==> config.mk <==
export PLATFORM = sky130hd
export DESIGN_NAME = dmem_arbiter
export DESIGN_NICKNAME = d
export VERILOG_FILES = /design/src/rtl/dmem_arbiter.sv
export SDC_FILE = /design/constraint.sdc
export NUM_CORES = 1
export LEC_CHECK = 0
export ABC_AREA = 1
export CAP_MARGIN = 30
export CORE_MARGIN = 4
export CORE_UTILIZATION = 32
export CTS_CLUSTER_SIZE = 30
export DETAILED_ROUTE_END_ITERATION = 16
export PLACE_DENSITY = 0.79
export REMOVE_ABC_BUFFERS = 1
export SYNTH_ARGS = -nofsm -noshare
export SYNTH_HDL_FRONTEND = slang
export SYNTH_SLANG_ARGS = --single-unit
==> constraint.sdc <==
create_clock -name clk -period 1.7 [get_ports clk]
set_clock_uncertainty 0.15 [all_clocks]
set_input_delay 0.34 -clock clk [delete_from_list [all_inputs] [get_ports clk]]
set_output_delay 0.34 -clock clk [all_outputs]
set_load 0.03 [all_outputs]
==> src/rtl/dmem_arbiter.sv <==
// dmem_arbiter
//   Shares the single-port data memory between the core load/store path
//   (port C) and a debug/loader DMA port (port D). The core has fixed
//   priority. A saturating starvation counter forces a DMA grant after
//   STARVE_LIMIT consecutive denied cycles. A LOCK state lets DMA hold the
//   memory across a multi-beat burst.
//
// Ports
//   clk, rst                  : clock and synchronous active-high reset
//   core_req/we/addr/wdata/strb : core request channel
//   core_gnt, core_stall      : core accepted / core must hold this cycle
//   core_rvalid, core_rdata   : core read return (one cycle after grant)
//   dma_req/lock/we/addr/wdata/strb : DMA request channel (lock = burst continues)
//   dma_gnt                   : DMA accepted this cycle
//   dma_rvalid, dma_rdata     : DMA read return (one cycle after grant)
//   mem_we/addr/wdata/strb    : to data_memory, driven from the granted port
//   mem_rdata                 : from data_memory (combinational read)
//   busy                      : LOCK state or any grant this cycle
module dmem_arbiter #(
    parameter int AW           = 32,
    parameter int DW           = 32,
    parameter int STARVE_LIMIT = 8
) (
    input  logic            clk,
    input  logic            rst,
    input  logic            core_req,
    input  logic            core_we,
    input  logic [AW-1:0]   core_addr,
    input  logic [DW-1:0]   core_wdata,
    input  logic [DW/8-1:0] core_strb,
    output logic            core_gnt,
    output logic            core_stall,
    output logic            core_rvalid,
    output logic [DW-1:0]   core_rdata,
    input  logic            dma_req,
    input  logic            dma_lock,
    input  logic            dma_we,
    input  logic [AW-1:0]   dma_addr,
    input  logic [DW-1:0]   dma_wdata,
    input  logic [DW/8-1:0] dma_strb,
    output logic            dma_gnt,
    output logic            dma_rvalid,
    output logic [DW-1:0]   dma_rdata,
    output logic            mem_we,
    output logic [AW-1:0]   mem_addr,
    output logic [DW-1:0]   mem_wdata,
    output logic [DW/8-1:0] mem_strb,
    input  logic [DW-1:0]   mem_rdata,
    output logic            busy
);

    localparam logic [7:0] LIMIT = 8'(STARVE_LIMIT);

    typedef enum logic {IDLE, LOCK} state_t;

    state_t     state, state_nxt;
    logic [7:0] starve_cnt;
    logic       core_gnt_c, dma_gnt_c;
    logic       core_vld_p1, dma_vld_p1;

    // Grant decision; all grants are suppressed while reset is held.
    always_comb begin
        core_gnt_c = 1'b0;
        dma_gnt_c  = 1'b0;
        if (!rst) begin
            case (state)
                IDLE: begin
                    if (dma_req && starve_cnt >= LIMIT) dma_gnt_c  = 1'b1;
                    else if (core_req)                  core_gnt_c = 1'b1;
                    else if (dma_req)                   dma_gnt_c  = 1'b1;
                end
                LOCK: dma_gnt_c = dma_req;
                default: ;
            endcase
        end
    end

    // Memory mux; with no grant the core address/data pass through harmlessly.
    always_comb begin
        mem_addr  = core_addr;
        mem_wdata = core_wdata;
        mem_we    = core_gnt_c && core_we;
        mem_strb  = core_gnt_c ? core_strb : '0;
        if (dma_gnt_c) begin
            mem_addr  = dma_addr;
            mem_wdata = dma_wdata;
            mem_we    = dma_we;
            mem_strb  = dma_strb;
        end
    end

    always_comb begin
        state_nxt = state;
        case (state)
            IDLE: if (dma_gnt_c && dma_lock) state_nxt = LOCK;
            // Leave on the last beat or when DMA abandons the burst.
            LOCK: if (!dma_req || (dma_gnt_c && !dma_lock)) state_nxt = IDLE;
            default: state_nxt = IDLE;
        endcase
    end

    // Stage p1: registered read return, one cycle after a granted read.
    always_ff @(posedge clk) begin
        if (rst) begin
            state       <= IDLE;
            starve_cnt  <= 8'd0;
            core_vld_p1 <= 1'b0;
            dma_vld_p1  <= 1'b0;
            core_rdata  <= '0;
            dma_rdata   <= '0;
        end else begin
            state <= state_nxt;
            if (dma_gnt_c || !dma_req)  starve_cnt <= 8'd0;
            else if (starve_cnt != 8'hFF) starve_cnt <= starve_cnt + 8'd1;
            core_vld_p1 <= core_gnt_c && !core_we;
            dma_vld_p1  <= dma_gnt_c && !dma_we;
            if (core_gnt_c && !core_we) core_rdata <= mem_rdata;
            if (dma_gnt_c && !dma_we)   dma_rdata  <= mem_rdata;
        end
    end

    assign core_gnt    = core_gnt_c;
    assign dma_gnt     = dma_gnt_c;
    assign core_stall  = core_req && !core_gnt_c;
    // Gating with rst hides a read return that was launched just before reset.
    assign core_rvalid = core_vld_p1 && !rst;
    assign dma_rvalid  = dma_vld_p1 && !rst;
    assign busy        = !rst && ((state == LOCK) || core_gnt_c || dma_gnt_c);

endmodule

* Word-level counts from Yosys, hierarchy flattened
Index checks and enable logic that the tools add are counted.
** Operators by class
- $add $sub $neg :: 1
- $lt $le $gt $ge :: 1
- Multiplexer cells :: 17
- Reduce and logical (&&, ||, !) cells :: 21
- Equal/unequal tests :: 1
- Bitwise operators :: 1
** Operator list (number)
- $mux 32 :: 2
- $mux 1 :: 11
- $logic_and 1x1->1 :: 10
- $add 8x1->8 const B :: 1
- $ge 8x4->1 const B :: 1
- $mux 4 :: 2
- $ne 8x8->1 const B :: 1
- $logic_not 1->1 :: 6
- $logic_or 1x1->1 :: 4
- $pmux 1 s2 :: 2
- $reduce_or 2->1 :: 1
- $not 1->1 :: 1
** Word-level totals
- Output and inout port bits :: 139
- Flip-flop bits (word level) :: 75

* Depth between registers and ports, before layout
Gate-level depths: netlist (run 1).
- Depth after elaboration :: 9
- Mapped depth :: 9
- Mapped depth without buffers :: 7

* Least setup slack after synthesis (run 1)
Ideal clock, no wire load.
- Path type :: input -> output
- Start point :: input port rst
- End point :: output port mem_we
- Data arrival time :: 1.438 ns
- Path buffers :: 2
- Setup slack :: -0.228 ns
- Stages :: 5
- Path through :: buf_2 > nor2_4 > nand2_2 > buf_2 > o22ai_1
** Between the ends
- Word-level cells in the longest chain between the ends :: 3
** Ends and longest elaborated chain
- start, declared :: RTL line 25 : input logic rst,
- $mux 1 :: RTL line 65 : if (!rst) begin
- $logic_and 1x1->1 :: RTL line 82 : mem_we = core_gnt_c && core_we;
- $mux 1 (*) :: RTL line 84 : if (dma_gnt_c) begin
- end, declared :: RTL line 44 : output logic mem_we,
Mark *: on every way between the ends. The rest lies on a longest branch, timed or not.

* Worst setup path in the final report (run 1)
- Start point :: register starve_cnt[6]
- End point :: output port mem_wdata[13]
** Between the ends
- Word-level cells in the longest chain between the ends :: 6
** Ends and longest elaborated chain
- start, declared :: RTL line 57 : logic [7:0] starve_cnt;
- start signal, assigned :: RTL line 114 : else if (starve_cnt != 8'hFF) starve_cnt <= starve_cnt + 8'd1;
- $ge 8x4->1 :: RTL line 68 : if (dma_req && starve_cnt >= LIMIT) dma_gnt_c = 1'b1;
- $logic_and 1x1->1 :: RTL line 68
- $mux 1 :: RTL line 68
- $pmux 1 s2 :: RTL line 66 : case (state)
- $mux 1 :: RTL line 65
- $mux 32 :: RTL line 84
- end, declared :: RTL line 46 : output logic [DW-1:0] mem_wdata,
No other way between the ends.

==> results of run 1 <==
==> metal layers <==
metal	global-route usage, %	up-vias	part of all wire, %
met5	0	-	0.099
met4	10.5	4	3.7
met3	9.67	48	11
met2	44.0	229	49
met1	29.8	2491	37
li1	-	2857	-
==> flip-flops by register name, summed over array words and instances (netlist names) <==
register / cells
dma_vld_p1: 1
starve_cnt: 8
dma_rdata: 32
core_rdata: 32
core_vld_p1: 1
state: 1
==> report_power, final <==
part           switching, mW  internal [mW]
logic                   1.16           1.12
clock network          0.737           1.15
registers             0.0384           1.84
==> worst max-delay path: stages, from the launching register on <==
cell and delay, ns:
sky130_fd_sc_hd__dfxtp_2 0.34, sky130_fd_sc_hd__nor2_4 0.14, sky130_fd_sc_hd__nand4_4 0.10, sky130_fd_sc_hd__nand2_4 0.13
sky130_fd_sc_hd__buf_12 0.16, sky130_fd_sc_hd__clkbuf_16 0.17, sky130_fd_sc_hd__nand2_2 0.05, sky130_fd_sc_hd__nand2_2 0.09
sky130_fd_sc_hd__buf_12 0.13
==> how the worst max path moves through the flow <==
stage | endpoint | slack [ns]
6_report | mem_wdata[13] | -0.43
3_3_place_gp | mem_addr[19] | -0.71
3_5_place_dp | mem_addr[19] | -0.75
2_1_floorplan | mem_addr[0] | -1.45
5_1_grt | mem_wdata[1] | -0.49
4_1_cts | mem_addr[26] | -0.46
==> layout by cell type, fill, tap and decap left out, drive strengths merged <==
cell type      instances
nand2                339
clkdlybuf4s50        171
inv                  145
buf                  120
nor2                 108
dfxtp                 75
dlygate4sd2           65
nand4                 34
clkbuf                17
conb                   4
a21oi                  3
nand3                  3
nor3                   3
nand3b                 2
ha                     2
clkinvlp               2
clkinv                 2
o22ai                  1
or2                    1
bufinv                 1
clkdlybuf4s15          1
==> repair_timing <==
item,4_1_cts,5_1_grt
pin swaps,20,37
cloned,2,5
setup buffers,6,1
setup endpoints to repair,193,133
gates resized for setup,187,70
==> per-stage QoR <==
stage	TNS, ns	power, mW	util, %	hold slack (ns)
finish	-27.48	6.03	69.0	0.338
global route	-34.90	6.28	69.0	0.350
CTS	-28.63	5.97	66.6	0.339
detailed placement	-77.60	3.98	61.4	0.330
global placement	-72.73	3.97	61.4	0.307
floorplan	-127.46	2.73	-	0.286
==> kinds of logic (layout without fill, tap and decap cells) <==
family	after synthesis	in the layout	share of synthesized area, %
AOI/OAI and AO/OA	4	4	0.494
adders and majority gates	2	2	0.581
buffers and inverters	185	524	17.7
DFF	75	75	34.9
other	1	4	0.0872
and+or+nand+nor	490	490	46.2
==> area by class of cell <==
class	count	area (um2)
timing repair buffer	363	4110
fill	1061	4090
multi-input combinational	500	2420
sequential	75	1510
inverter	145	549
clock buffer	11	233
tap	176	220
clock inverter	5	62.6
==> impl_summary.txt, run 1 <==
----------------------------------------------------
[Status]
  Status ... finished, violations left
  Failing checks ... setup timing

[Worst hold path]
  Instance count along the most critical hold path ... 1
  End point of the most critical hold path ... starve_cnt[0]
  Hold path startpoint ... starve_cnt[0]
  Path category of the worst min-delay check ... reg -> reg

[Critical path]
  Sort of element at the start of the critical path ... register
  Worst setup path class ... reg -> out
  Required time of the critical path ... 1.21 ns
  Reg-to-reg critical path endpoint ... dma_rdata[10]
  Critical path data arrival time ... 1.64 ns
  Largest fanout on the critical path ... 7
  Critical Path Start ... starve_cnt[6]
  Launch point of the worst reg-to-reg path ... state
  Depth of the most critical reg-to-reg path ... 8
  CP Capture Type ... output pin
  Setup slack, reg-to-reg ... 0.01 ns

[Place]
  Final Wtd Congestion ... 0.785
  Total of buffers placed on input and output ports ... 313
  Half-perimeter wire length of the detailed placement result ... 16,700 um
  Standard cell area after detailed placement ... 8100 um2
  Placed Cells incl. Taps ... 1,246
  Worst Setup Slack post-DPL ... -0.755 ns

[CTS]
  Post-CTS Hold Fix Bufs ... 0
  CTS tree ... built
  Root buffer selected by CTS ... sky130_fd_sc_hd__clkbuf_16
  Clk_lat worst skew ... 0.32 ns
  Deepest clock path buffer count ... 2
  Clock net sink count ... 75
  CTS HTree Levels ... 3
  CTS clk-pin slew, worst paths ... 0.06 ns
  Number of buffers created by CTS ... 9

[Detailed routing]
  DRC violation count after routing ... 0
  Number of nets with antenna violations after routing ... 0
  Total via count after detailed routing ... 5,629
  Via density per instance ... 4.41
  Detailed-routing iteration count for the pre-antenna-repair pass ... 4
  DR iter-0 viols ... 303
  Routed wire length per instance ... 17.4 um
  WL final ... 22,200 um

[STA]
  Min setup slack post-route ... -0.432 ns
  Part of the cycle the worst path needs ... 125%
  Setup repair after global routing missed its margin ... yes
  Maximum clock frequency ... 0.469 GHz
  Final count of pins violating max slew ... 0
  Number of hold violations in the final report ... 0
  Number of setup violations in the final report ... 73
  Clock period minus worst slack ... 2.13 ns

[Logic synthesis]
  Gate Count Post-Synth ... 757
  Post-synth top area cell ... sky130_fd_sc_hd__dfxtp_1
  Top FF cell, synth ... sky130_fd_sc_hd__dfxtp_1
  Share of the synthesized area in the top cell type ... 34.9%
  Post-Synthesis Cell Area ... 4300 um2
  Average size of a mapped cell ... 5.68 um2
  Number of flops mapped to enable cells by yosys ... 0
  Syn. warnings ... 0
  Cells taking the most area after synthesis ... sky130_fd_sc_hd__dfxtp_1, sky130_fd_sc_hd__nand2_1, sky130_fd_sc_hd__inv_1
  Synth top cells by count ... sky130_fd_sc_hd__nand2_1, sky130_fd_sc_hd__inv_1, sky130_fd_sc_hd__nor2_1
  Register bit count reported by yosys ... 75
  Fraction of registers with async set or reset after synthesis ... 0%
  Most frequent cell after synthesis ... sky130_fd_sc_hd__nand2_1
  Cell variety after synth ... 26
  Sequential-to-total area share from yosys stat ... 34.9%

[Pwr]
  Pwr per Cell Area ... 663 nW/um2
  Worst IR Drop VDD ... 460 uV
  LEAKAGE ... 4.79 nW

[Final layout]
  Share of layout cells above drive strength 1 ... 23.6%
  Nets ... 1,271
  Ant diodes ... 0
  Total non-filler cell area in the finished layout ... 9100 um2
  Number of cells in the finished layout apart from fillers ... 1,275
  Syn-to-layout area delta ... 111%

[Run]
  Max cap viols ... 0

[Floorplanning]
  Initial core utilization ... 32.6%
  Standard-cell row count ... 42
  Height of the die ... 124 um
  Number of primary I/O pins ... 314
  Core Area ... 13,200 um2
  Chip Width ... 124 um
  Full die area ... 15,400 um2

[Global route]
  Global route overflow ... 0
  Global-route wire length before repair ... 30,000 um
  Pin count of the biggest net entering global routing ... 36
  Combined global-route utilization of all metal layers ... 26.1%
  Antenna violations before repair ... 2
  Vias in the first global route ... 5,339

----------------------------------------------------
(Power assumes the default switching activity.)
==> run 2: changes to the inputs <==
CORE_MARGIN = 10   (was 4)
==> impl_summary.txt, run 2 (same netlist as run 1, synthesis figures left out) <==
----------------------------------------------------
[CTS]
  CTS tree ... built
  Clock net sink count ... 75
  CTS HTree Levels ... 3
  Clk_lat worst skew ... 0.33 ns
  Number of buffers created by CTS ... 9
  CTS clk-pin slew, worst paths ... 0.05 ns
  Root buffer selected by CTS ... sky130_fd_sc_hd__clkbuf_16
  Deepest clock path buffer count ... 2

[Place]
  Standard cell area after detailed placement ... 8160 um2
  Half-perimeter wire length of the detailed placement result ... 19,200 um
  Final Wtd Congestion ... 1.04
  Total of buffers placed on input and output ports ... 313
  Placed Cells incl. Taps ... 1,251

[Pwr]
  Worst IR Drop VDD ... 583 uV
  Clock group share of total power ... 27.9%
  Final Total Pwr ... 5.97 mW
  Int Pwr ... 3.98 mW
  Part of the power in combinational logic ... 40.7%
  Relative contribution of sequential cells to total power ... 31.4%
  LEAKAGE ... 5.00 nW
  Switching share of power ... 33.4%
  Pwr per Cell Area ... 634 nW/um2
  Switching power summed over all nets ... 1.99 mW

[STA]
  Setup repair after global routing missed its margin ... yes
  Final count of pins violating max slew ... 0
  Part of the cycle the worst path needs ... 133%
  Number of hold violations in the final report ... 0
  Post-Route Setup TNS ... -35.53 ns
  Number of setup violations in the final report ... 74
  Min setup slack post-route ... -0.566 ns
  Clock period minus worst slack ... 2.27 ns
  Maximum clock frequency ... 0.441 GHz

[Floorplanning]
  Chip Width ... 136 um
  Height of the die ... 136 um
  Initial core utilization ... 32.6%
  Number of primary I/O pins ... 314
  Full die area ... 18,500 um2
  Standard-cell row count ... 42
  Core Area ... 13,200 um2

[Final layout]
  Most common library cell in the layout ignoring fill and taps ... sky130_fd_sc_hd__nand2_1
  Total non-filler cell area in the finished layout ... 9420 um2
  Number of cells in the finished layout apart from fillers ... 1,284
  Top library cells by usage in the layout, fill and taps aside ... sky130_fd_sc_hd__nand2_1, sky130_fd_sc_hd__clkdlybuf4s50_1, sky130_fd_sc_hd__inv_1, sky130_fd_sc_hd__nor2_1, sky130_fd_sc_hd__nand2_2
  Top Registers ... core_rdata: 32 flops, dma_rdata: 32 flops, starve_cnt: 8 flops
  Share of layout cells above drive strength 1 ... 26.2%
  Final core occ ... 71.4%
  Nets ... 1,280
  Syn-to-layout area delta ... 119%

[Critical path]
  Required time of the critical path ... 1.21 ns
  Largest fanout on the critical path ... 9
  CP Capture Type ... output pin
  Sort of element at the start of the critical path ... register
  Chain of cells forming the critical path ... nor2_4 -> nand4_4 -> nand2_4 -> buf_12 -> inv_8 -> buf_12 -> buf_12 -> nand2_1 -> nand2_1 -> buf_6
  Cell mode on critical path ... sky130_fd_sc_hd__buf_12
  Critical path data arrival time ... 1.78 ns
  Cell type of the slowest stage on the worst timing path ... sky130_fd_sc_hd__dfxtp_4
  Worst setup path class ... reg -> out
  Critical Path Max Stage Delay ... 0.36 ns

[Run]
  Max cap viols ... 0

[Detailed routing]
  Via density per instance ... 4.65
  Routed wire length per instance ... 20.7 um
  Detailed-routing iteration count for the pre-antenna-repair pass ... 4
  Number of nets with antenna violations after routing ... 0
  DR iter-0 viols ... 319
  WL final ... 26,500 um
  Total via count after detailed routing ... 5,977
  DRC violation count after routing ... 0

[Global route]
  Vias in the first global route ... 5,761
  Antenna violations before repair ... 4
  Global route overflow ... 0
  Global-route wire length before repair ... 36,000 um
  Pin count of the biggest net entering global routing ... 36
  Combined global-route utilization of all metal layers ... 25.8%

[Worst hold path]
  Path category of the worst min-delay check ... reg -> reg

[Status]
  Failing checks ... setup timing
  Status ... finished, violations left

----------------------------------------------------
## run 2: changes by cell type in the layout (fill, tap and decap cells not counted), moves of 2 or more
cell,previous run,this run
sky130_fd_sc_hd__buf_12,49,54
sky130_fd_sc_hd__buf_16,1,4
sky130_fd_sc_hd__buf_4,30,28
sky130_fd_sc_hd__buf_6,40,46
sky130_fd_sc_hd__clkbuf_16,14,10
sky130_fd_sc_hd__clkinv_2,0,2
sky130_fd_sc_hd__diode_2,0,2
sky130_fd_sc_hd__inv_6,2,0
sky130_fd_sc_hd__nand2_1,244,220
sky130_fd_sc_hd__nand2_2,79,82
sky130_fd_sc_hd__nand2_4,16,35
sky130_fd_sc_hd__nand2_8,0,2
## run 2: repair_timing
item                                    4_1_cts  5_1_grt
gates resized for setup                     232       70
hold buffers                                  0        0
cloned                                        6        1
buffers inserted                             10        2
endpoints found under the setup margin      203      115
pin swaps                                    29       20
## run 2: layout make-up
cell class	count	area (um2)
fill	978	3770
clock inverter	3	17.5
timing repair buffer	372	4290
clock buffer	11	233
inverter	145	552
antenna	2	5.00
multi-input combinational	500	2600
tap	176	220
sequential	75	1510
## run 2: power groups by stage
stage                     combinational, mW  sequential [mW]  clock [mW]
final                                  2.43             1.87        1.67
after global routing                   2.54             1.88        1.75
after CTS                              2.31             1.87        1.69
after detailed placement               2.09             1.91           0
after global placement                 2.09             1.91           0
after floorplan                       0.688             2.04           0
## run 2: per-layer routing
layer	GRT usage, %	wire length, um	share of wire (%)
met5	0	26	0.098
met4	13.6	1420	5.4
met3	10.6	2730	10
met2	42.6	12800	48
met1	27.7	9530	36
## run 2: worst paths after layout
path / start / endpoint / slack, ns / cells after the start
worst max-delay path: state / mem_wdata[3] / -0.57 / 10
worst min-delay path: starve_cnt[0] / starve_cnt[0] / 0.34 / 1
worst max register to register: state / dma_rdata[12] / -0.01 / 8
worst min register to register: starve_cnt[0] / starve_cnt[0] / 0.34 / 1
## run 2: per-stage QoR
stage	hold WS (ns)	setup WS (ns)
global route	0.367	-0.642
floorplan	0.286	-1.45
CTS	0.336	-0.502
detailed placement	0.327	-0.853
finish	0.338	-0.566
global placement	0.305	-0.850
## run 2: critical path: cells and delay by family, from the launching register on
kind                   cells  cell delay [ns]
and+or+nand+nor            5             0.49
DFF                        1             0.36
buffers and inverters      5             0.59
